$ cat src/rtl/n_term_pkg.sv
// Shared types and constants for the north-edge terminal bridge.
package n_term_pkg;

    localparam int unsigned NUM_WIRES      = 12;
    localparam int unsigned SNAP_DEPTH_DEF = 4;

    // Bit positions of the named northbound wires
    localparam int unsigned W_A0 = 0;
    localparam int unsigned W_B0 = 1;
    localparam int unsigned W_C0 = 2;
    localparam int unsigned W_D0 = 3;
    localparam int unsigned W_F0 = 4;
    localparam int unsigned W_G0 = 5;
    localparam int unsigned W_G1 = 6;
    localparam int unsigned W_H0 = 7;
    localparam int unsigned W_H1 = 8;
    localparam int unsigned W_I0 = 9;
    localparam int unsigned W_I1 = 10;
    localparam int unsigned W_I2 = 11;

    typedef logic [NUM_WIRES-1:0] snap_word_t;

endpackage

$ cat src/rtl/n_term_edge_bridge_if.sv
// Valid/ready snapshot reader port of the north-edge bridge.
interface n_term_edge_bridge_if;

    n_term_pkg::snap_word_t snap_data;
    logic                   snap_valid;
    logic                   snap_ready;

    modport master (output snap_data, output snap_valid, input snap_ready);
    modport slave  (input snap_data, input snap_valid, output snap_ready);

endinterface

$ cat src/rtl/n_term_snap_fifo.sv
// Synchronous FIFO without fall-through; caller guarantees legal push/pop.
module n_term_snap_fifo #(
    parameter int unsigned WIDTH = 12,
    parameter int unsigned DEPTH = 4
) (
    input  logic                     clk,
    input  logic                     rst,
    input  logic                     push_i,
    input  logic                     pop_i,
    input  logic [WIDTH-1:0]         wdata_i,
    output logic [WIDTH-1:0]         rdata_c_o,
    output logic                     empty_c_o,
    output logic [$clog2(DEPTH):0]   count_o
);

    localparam int unsigned AW = $clog2(DEPTH);
    localparam int unsigned CW = AW + 1;

    logic [WIDTH-1:0] mem_q [DEPTH];
    logic [AW-1:0]    wr_ptr_q;
    logic [AW-1:0]    rd_ptr_q;
    logic [CW-1:0]    count_q;
    logic [CW-1:0]    count_d;

    always_comb begin
        count_d = count_q;
        case ({push_i, pop_i})
            2'b10:   count_d = count_q + CW'(1);
            2'b01:   count_d = count_q - CW'(1);
            default: count_d = count_q;
        endcase
    end

    // Pointers wrap naturally because DEPTH is a power of two
    always_ff @(posedge clk or posedge rst) begin
        if (rst) begin
            wr_ptr_q <= '0;
            rd_ptr_q <= '0;
            count_q  <= '0;
        end else begin
            if (push_i) wr_ptr_q <= wr_ptr_q + AW'(1);
            if (pop_i)  rd_ptr_q <= rd_ptr_q + AW'(1);
            count_q <= count_d;
        end
    end

    // Storage needs no reset: it is only visible through a non-empty head
    always_ff @(posedge clk) begin
        if (push_i) mem_q[wr_ptr_q] <= wdata_i;
    end

    assign empty_c_o = (count_q == '0);
    assign rdata_c_o = empty_c_o ? '0 : mem_q[rd_ptr_q];
    assign count_o   = count_q;

endmodule

$ cat src/rtl/n_term_edge_bridge.sv
// North-edge terminal bridge: per-wire comb/registered loopback plus snapshot FIFO.
module n_term_edge_bridge
    import n_term_pkg::*;
#(
    parameter int unsigned SNAP_DEPTH = SNAP_DEPTH_DEF
) (
    input  logic                        UserCLK,
    input  logic                        reset,
    input  snap_word_t                  from_N,
    output snap_word_t                  to_S,
    input  logic                        cfg_shift_en,
    input  logic                        cfg_shift_in,
    output logic                        cfg_shift_out,
    input  logic                        cfg_commit,
    input  logic                        snap_req,
    n_term_edge_bridge_if.master        snap,
    output logic                        snap_overflow,
    input  logic                        snap_ovf_clr
);

    localparam int unsigned CW = $clog2(SNAP_DEPTH) + 1;

    snap_word_t     shadow_q;
    snap_word_t     active_q;
    snap_word_t     pipe_q;
    logic           ovf_q;
    logic           ovf_d;
    logic           fifo_empty;
    logic           fifo_full;
    logic [CW-1:0]  fifo_count;
    logic           push;
    logic           pop;

    assign fifo_full = (fifo_count == CW'(SNAP_DEPTH));
    assign pop       = snap.snap_valid & snap.snap_ready;
    assign push      = snap_req & (~fifo_full | pop);

    // A new drop beats a simultaneous clear
    always_comb begin
        ovf_d = ovf_q;
        if (snap_ovf_clr)                  ovf_d = 1'b0;
        if (snap_req & fifo_full & ~pop)   ovf_d = 1'b1;
    end

    // Commit samples the pre-shift shadow when both happen together
    always_ff @(posedge UserCLK or posedge reset) begin
        if (reset) begin
            shadow_q <= '0;
            active_q <= '0;
            pipe_q   <= '0;
            ovf_q    <= 1'b0;
        end else begin
            if (cfg_shift_en) shadow_q <= {shadow_q[NUM_WIRES-2:0], cfg_shift_in};
            if (cfg_commit)   active_q <= shadow_q;
            pipe_q <= from_N;
            ovf_q  <= ovf_d;
        end
    end

    n_term_snap_fifo #(
        .WIDTH (NUM_WIRES),
        .DEPTH (SNAP_DEPTH)
    ) u_snap_fifo (
        .clk       (UserCLK),
        .rst       (reset),
        .push_i    (push),
        .pop_i     (pop),
        .wdata_i   (from_N),
        .rdata_c_o (snap.snap_data),
        .empty_c_o (fifo_empty),
        .count_o   (fifo_count)
    );

    assign snap.snap_valid = ~fifo_empty;
    assign to_S            = (active_q & pipe_q) | (~active_q & from_N);
    assign cfg_shift_out   = shadow_q[NUM_WIRES-1];
    assign snap_overflow   = ovf_q;

endmodule
$ cat src/flat_wrapper.sv
// flat-port wrapper written by rule: the top's interface ports become plain ports
module n_term_edge_bridge_flat import n_term_pkg::*;
#(
    parameter int unsigned SNAP_DEPTH = SNAP_DEPTH_DEF
)
  (UserCLK, reset, from_N, to_S, cfg_shift_en, cfg_shift_in, cfg_shift_out, cfg_commit, snap_req, snap_overflow, snap_ovf_clr, snap_snap_data, snap_snap_valid, snap_snap_ready);
  n_term_edge_bridge_if snap_i ();
  input  logic UserCLK;
  input  logic reset;
  input  snap_word_t from_N;
  output snap_word_t to_S;
  input  logic cfg_shift_en;
  input  logic cfg_shift_in;
  output logic cfg_shift_out;
  input  logic cfg_commit;
  input  logic snap_req;
  output logic snap_overflow;
  input  logic snap_ovf_clr;
  output wire logic [$bits(snap_i.snap_data)-1:0] snap_snap_data;
  output wire logic [$bits(snap_i.snap_valid)-1:0] snap_snap_valid;
  input wire logic [$bits(snap_i.snap_ready)-1:0] snap_snap_ready;
  assign snap_snap_data = snap_i.snap_data;
  assign snap_snap_valid = snap_i.snap_valid;
  assign snap_i.snap_ready = snap_snap_ready;
  n_term_edge_bridge #(.SNAP_DEPTH(SNAP_DEPTH)) u_core (.UserCLK(UserCLK), .reset(reset), .from_N(from_N), .to_S(to_S), .cfg_shift_en(cfg_shift_en), .cfg_shift_in(cfg_shift_in), .cfg_shift_out(cfg_shift_out), .cfg_commit(cfg_commit), .snap_req(snap_req), .snap(snap_i), .snap_overflow(snap_overflow), .snap_ovf_clr(snap_ovf_clr));
endmodule
$ cat config.mk
export PLATFORM = sky130hd
export DESIGN_NAME = n_term_edge_bridge_flat
export DESIGN_NICKNAME = d
export VERILOG_FILES = /design/src/rtl/n_term_pkg.sv /design/src/rtl/n_term_edge_bridge_if.sv /design/src/rtl/n_term_snap_fifo.sv /design/src/rtl/n_term_edge_bridge.sv /design/src/flat_wrapper.sv
export SDC_FILE = /design/constraint.sdc
export NUM_CORES = 1
export LEC_CHECK = 0
export ABC_AREA = 1
export CELL_PAD_IN_SITES_DETAIL_PLACEMENT = 1
export CELL_PAD_IN_SITES_GLOBAL_PLACEMENT = 1
export CORE_UTILIZATION = 40
export DETAILED_ROUTE_END_ITERATION = 16
export DONT_BUFFER_PORTS = 1
export GPL_TIMING_DRIVEN = 0
export PLACE_DENSITY_LB_ADDON = 0.1
export SYNTH_ARGS = -nofsm -noshare
export SYNTH_HDL_FRONTEND = slang
export SYNTH_HIERARCHICAL = 1
export SYNTH_SLANG_ARGS = --single-unit
$ cat constraint.sdc
create_clock -name UserCLK -period 3.2 [get_ports UserCLK]
set_input_delay 0.64 -clock UserCLK [delete_from_list [all_inputs] [get_ports UserCLK]]
set_output_delay 0.64 -clock UserCLK [all_outputs]
set_load 0.02 [all_outputs]
; ---- After elaboration in Yosys (flattened, before gate mapping)
; Memories as Yosys holds them, arrays and structs flattened.
; Cells that the tools add are included.
[word_totals]
register_bits = 44
ramBits = 48
inputBits = 20
out_inout_bits = 27
word_cells = 36
memories = 1
[op_classes]
n_addsub = 4
eq_ne = 3
n_mux = 6
n_bitwise = 12
n_reduce_logical = 3
[mem_list]
columns = memory, words, word_bits, read_ports, rd_ports_with_merged_regs, wr, line
row1 = u_core.u_snap_fifo.mem_q, 4, 12, 1, 0, 1, n_term_snap_fifo.sv:19  ; logic [WIDTH-1:0] mem_q [DEPTH];
[ops]
columns = operator, count
row1 = 12-bit AND, 2
row2 = 12-bit 2-to-1 mux, 1
row3 = 12-bit inverter, 1
row4 = 12-bit OR, 1
row5 = 3-bit case mux with 2 select lines, 1
row6 = 2-bit by 1-bit adder with 2-bit output (second input constant), 2
row7 = 1-bit AND, 4
row8 = 1-bit 2-to-1 mux, 4
row9 = 2-bit nonzero test, 2
row10 = 3-bit by 1-bit adder with 3-bit output (second input constant), 1
row11 = 3-bit == test (second input constant), 1
row12 = 3-bit zero test, 1
row13 = 1-bit inverter, 3
row14 = 3-bit by 1-bit subtractor with 3-bit output (second input constant), 1
row15 = 2-bit by 1-bit == test with 1-bit output (second input constant), 1
row16 = 2-bit == test (second input constant), 1
row17 = 1-bit OR, 1

; ---- Depth between registers and ports, before layout
[logic_depth]
depth_word = 7
depth_mapped = 17
mapped_depth_nobuf = 15

; ---- Cells and area by module
; The synthesis kept the hierarchy.
[modules_own_cells]
columns = module, n_inst, cells_each, area_per_inst_um2, seq_area_each_um2
row1 = n_term_snap_fifo, 1, 238, 2517.4, 1616.6
row2 = n_term_edge_bridge, 1, 152, 1433.9, 925.9

; ---- Worst setup path before layout
; Ideal clock, no wire load.
[synth_path]
path_type = flip-flop to flip-flop
from = reg u_core.u_snap_fifo.count_q[0] (netlist: u_core/u_snap_fifo/count_o[0])
to = reg u_core.u_snap_fifo.count_q[2] (netlist: u_core/u_snap_fifo/count_o[2])
setup_time_ps = 117
arrival_time_ps = 2247
required_time_ps = 3083
setup_slack_ps = 836
stages_incl_launch_ff = 17
path_buffers = 2
period_less_slack_ps = 2364
cell_sequence = dfrtp_1 > nor3_4 > buf_6 > inv_1 > nand2_1 > nand3_1 > nand2_1 > inv_1 > clkbuf_1 > inv_1 > ha_1 > inv_1 > fa_1 > nand2_1 > nand3_1 > nand2_1 > nand2_1
[synth_between]
elab_chain_cells = 7
elab_cells_between_ends = 13
classes_between = add/sub (2) / eq/ne (3) / mux (1) / bitwise (5) / reduce/logical (2)
[synth_rtl]
columns = item, line
row1 = "start, declared", n_term_snap_fifo.sv:22  ; logic [CW-1:0] count_q;
row2 = "start signal, assigned", n_term_snap_fifo.sv:43  ; count_q <= count_d;
row3 = 3-bit zero test (*), n_term_snap_fifo.sv:52  ; assign empty_c_o = (count_q == '0);
row4 = via u_core.fifo_empty, n_term_edge_bridge.sv:28  ; logic fifo_empty;
row5 = 1-bit inverter (*), n_term_edge_bridge.sv:74  ; assign snap.snap_valid = ~fifo_empty;
row6 = via snap_snap_valid, flat_wrapper.sv:20  ; output wire logic [$bits(snap_i.snap_valid)-1:0] snap_snap_valid;
row7 = 1-bit AND (*), n_term_edge_bridge.sv:35  ; assign pop = snap.snap_valid & snap.snap_ready;
row8 = 1-bit OR (*), n_term_edge_bridge.sv:36  ; assign push = snap_req & (~fifo_full | pop);
row9 = 1-bit AND (*), n_term_edge_bridge.sv:36
row10 = via u_core.push, n_term_edge_bridge.sv:31  ; logic push;
row11 = 2-bit by 1-bit == test with 1-bit output or 2-bit == test (tied branches), n_term_snap_fifo.sv:27  ; case ({push_i, pop_i})
row12 = 3-bit case mux with 2 select lines or 2-bit nonzero test (tied branches), -
; Mark *: on every way through the listed nets, which the timed path passes. The rest lies on a longest branch.
; A chain may end at the register's enable or synchronous reset.

; ---- Final worst setup path
; Same ends and word-level chain as after synthesis.

==> results_dict.tcl <==
set metrics [dict create \
    critPathMaxFanout 10 \
    dr.first_iter.drc_count 72 \
    routed-via-count 2484 \
    yosysWarnings 6 \
    drv_cap 0 \
    htree_levels 3 \
    fin_worst_skew_ns 0.0127 \
    critPathRequiredTime_ns 3.46 \
    fmax_mhz 365 \
    cts.sinks 92 \
    cts_tree "yes" \
    yosys.area.top_type "edfxtp_1" \
    p_per_area_nw_per_um2 849 \
    avgSynthCellArea_sq_um 10.1 \
    hold_buffers 0 \
    yosysUniqueCellTypes 21 \
    grt_overflow 0 \
    drive_gt1_share_pct 9.61 \
    synth_edf_count 48 \
    vias_per_cell 4.64 \
    drtAntennaViolNets 0 \
    postCtsSetupBuffers 0 \
    nets 427 \
    firstDrtPassIters 6 \
    rows 35 \
    clk_pin_slew_ns 0.10 \
    vdd_drop_max_uv 258 \
    wl_met3_um 304 \
    outcome "finished clean" \
    synth_top_area_share_pct 36.5 \
    grt_pass1_vias 2539 \
    grt_first_pass_wirelength_mm 13.0 \
    relSlewSlack_pct 47.7 \
    diodes 0 \
    synthArstFlopShare_pct 47.8 \
    rsz0062_at_grt "no" \
    dp.cells 519 \
    report.final.slew_viol_count 0 \
    top_layer_used "met4" \
    met2_length_mm 4.04 \
    r2r_cells 16 \
    rr_endpoint "u_core/u_snap_fifo/count_o[2]$_DFFE_PP0P_" \
    critPathArrivalTime_ns 3.01 \
    wl_met1_mm 3.72 \
    ys_seq_area_share_pct 64.3 \
    ys_ff_latch 92 \
    final_hold_viol_count 0 \
    syn_area_sq_um 3950 \
    drt_wl_total_mm 8.19 \
    grt.total_usage_pct 17.5 \
    period_minus_slack_ns 2.74 \
    worstMarginPinSlew_ns 0.783 \
    core_sq_um 9420 \
    setup_viol 0 \
    place_congestion 0.720 \
    worstHoldPathType "input pin to async pin" \
    syn_inst 390 \
    regToRegSetupSlack_ns 0.46 \
    synth_area_leaders "edfxtp_1, dfrtp_1, nand2_1" \
    grt_max_degree 38 \
    synth_common_cells "nand2_1, inv_1, edfxtp_1" \
    final.setup.tns_ns 0 \
    clock-root-buffer "clkbuf_8" \
    die_area_sq_um 10300 \
    synth_nets 416 \
    io_pins 47 \
    die_y_um 101 \
    dieWidth_um 101 \
    critPathLaunchType "flop" \
    antenna_found_initial 0 \
    syn_to_final_growth_pct 9.44 \
    leakage_nw 2.04 \
    min_period_over_period_pct 85.7 \
    floorplan.initialDensity_pct 42.0 \
    drc_errors 0 \
    wire_per_inst_um 15.3 \
    synth_most_common_cell "nand2_1" \
    cts_buffer_depth 2 \
    synthFlopType "edfxtp_1" \
    cts_buffers 9 \
    r2r-start "u_core/u_snap_fifo/count_o[0]$_DFFE_PP0P_" \
    hpwlAfterDp_mm 5.63 \
    end_kind "flop" \
    place.port_buffers 0 \
    fin_cells 535 \
    postCtsResizedCells 0 \
    path_class "flop to flop" \
    clkLatencyLatePin_ns 0.36 \
]
-- flip-flops by register name, indices dropped and copies added (netlist names) --
signal                       flops
u_core/snap_overflow             1
u_core/active_q                 12
u_core/u_snap_fifo/wr_ptr_q      2
u_core/u_snap_fifo/count_o       3
u_core/pipe_q                   12
u_core/u_snap_fifo/rd_ptr_q      2
u_core/shadow_q                 12
u_core/u_snap_fifo/mem_q        48
-- final cells by class --
type / count / area [sq um]
Clock inverter: 5 / 58.8
Tap cell: 129 / 161
Fill cell: 1077 / 5090
Clock buffer: 11 / 153
Multi-Input combinational cell: 196 / 956
Sequential cell: 92 / 2540
Buffer: 13 / 116
Inverter: 89 / 337
-- worst max-delay path by stage --
| stage | slack [ns] | startpoint | endpoint | cells after the start |
|---|---|---|---|---|
| after global placement | 0.50 | u_core/u_snap_fifo/count_o[0]$_DFFE_PP0P_ | u_core/u_snap_fifo/count_o[2]$_DFFE_PP0P_ | 16 |
| final | 0.46 | u_core/u_snap_fifo/count_o[0]$_DFFE_PP0P_ | u_core/u_snap_fifo/count_o[2]$_DFFE_PP0P_ | 16 |
| after global routing | 0.16 | u_core/u_snap_fifo/count_o[0]$_DFFE_PP0P_ | u_core/u_snap_fifo/count_o[2]$_DFFE_PP0P_ | 17 |
| after CTS | 0.42 | u_core/u_snap_fifo/count_o[0]$_DFFE_PP0P_ | u_core/u_snap_fifo/count_o[2]$_DFFE_PP0P_ | 16 |
| after detailed placement | 0.43 | u_core/u_snap_fifo/count_o[0]$_DFFE_PP0P_ | u_core/u_snap_fifo/count_o[2]$_DFFE_PP0P_ | 16 |
| after floorplan | 0.84 | u_core/u_snap_fifo/count_o[0]$_DFFE_PP0P_ | u_core/u_snap_fifo/count_o[2]$_DFFE_PP0P_ | 16 |
-- cell usage in the layout, fill, tap and decap left out --
cell type	synthesis	layout
nor2_2	1	1
inv_2	0	1
buf_6	8	8
buf_2	3	3
xor2_1	3	3
edfxtp_1	48	48
a21oi_2	9	9
xnor2_1	1	1
nor2_1	9	9
clkinvlp_4	0	1
buf_4	1	1
nand4_1	2	2
clkinv_4	0	1
inv_6	0	1
dfrtp_1	44	44
fa_1	1	1
clkbuf_8	0	9
nand2_1	104	104
bufinv_16	0	1
o21ai_0	22	22
inv_4	1	1
clkbuf_1	1	2
nor3_4	1	1
clkbuf_16	0	1
inv_1	88	87
a21oi_1	12	12
nand3_1	26	26
ha_1	5	5
clkinv_1	0	1
-- cells by family after synthesis --
| kind of cell | Yosys count | share of synthesized area (%) |
|---|---|---|
| XOR/XNOR | 4 | 0.887 |
| buffers and inverters | 102 | 11.5 |
| adder cells (fa/ha/maj) | 6 | 2.09 |
| AO/OA/AOI/OAI | 43 | 6.30 |
| AND/OR/NAND/NOR | 143 | 14.9 |
| flip-flops | 92 | 64.3 |
-- metrics by stage --
stage                     hold WS (ns)  utilization, %  cell area, sq um  power [mW]  setup WS, ns
final                            0.105            45.9              4320        3.67         0.458
after global routing             0.112            45.9              4320        3.90         0.163
after CTS                       0.0991            45.9              4320        3.73         0.420
after detailed placement         0.476            43.7              4110        2.90         0.434
after global placement           0.466            43.7              4110        2.86         0.504
after floorplan                  0.443               -              3950        2.59         0.836
-- power by group --
part           switching [mW]  internal (mW)
registers               0.115           1.48
clock network           0.416          0.411
logic                   0.889          0.359
-- critical path, stage by stage (launching register included) --
cell,delay (ns)
dfrtp_1,0.45
nor3_4,0.29
buf_6,0.22
inv_1,0.14
nand2_1,0.16
nand3_1,0.09
nand2_1,0.06
inv_1,0.03
clkbuf_1,0.19
inv_1,0.10
ha_1,0.17
inv_1,0.07
fa_1,0.38
nand2_1,0.10
nand3_1,0.07
nand2_1,0.06
nand2_1,0.05
-- metal layers --
layer | up-vias | track usage, %
met3 | 9 | 3.52
met4 | 0 | 7.69
met2 | 33 | 29.3
li1 | 1229 | -
met1 | 1213 | 22.1
met5 | - | 0
Power figures use the tool's default switching activity.
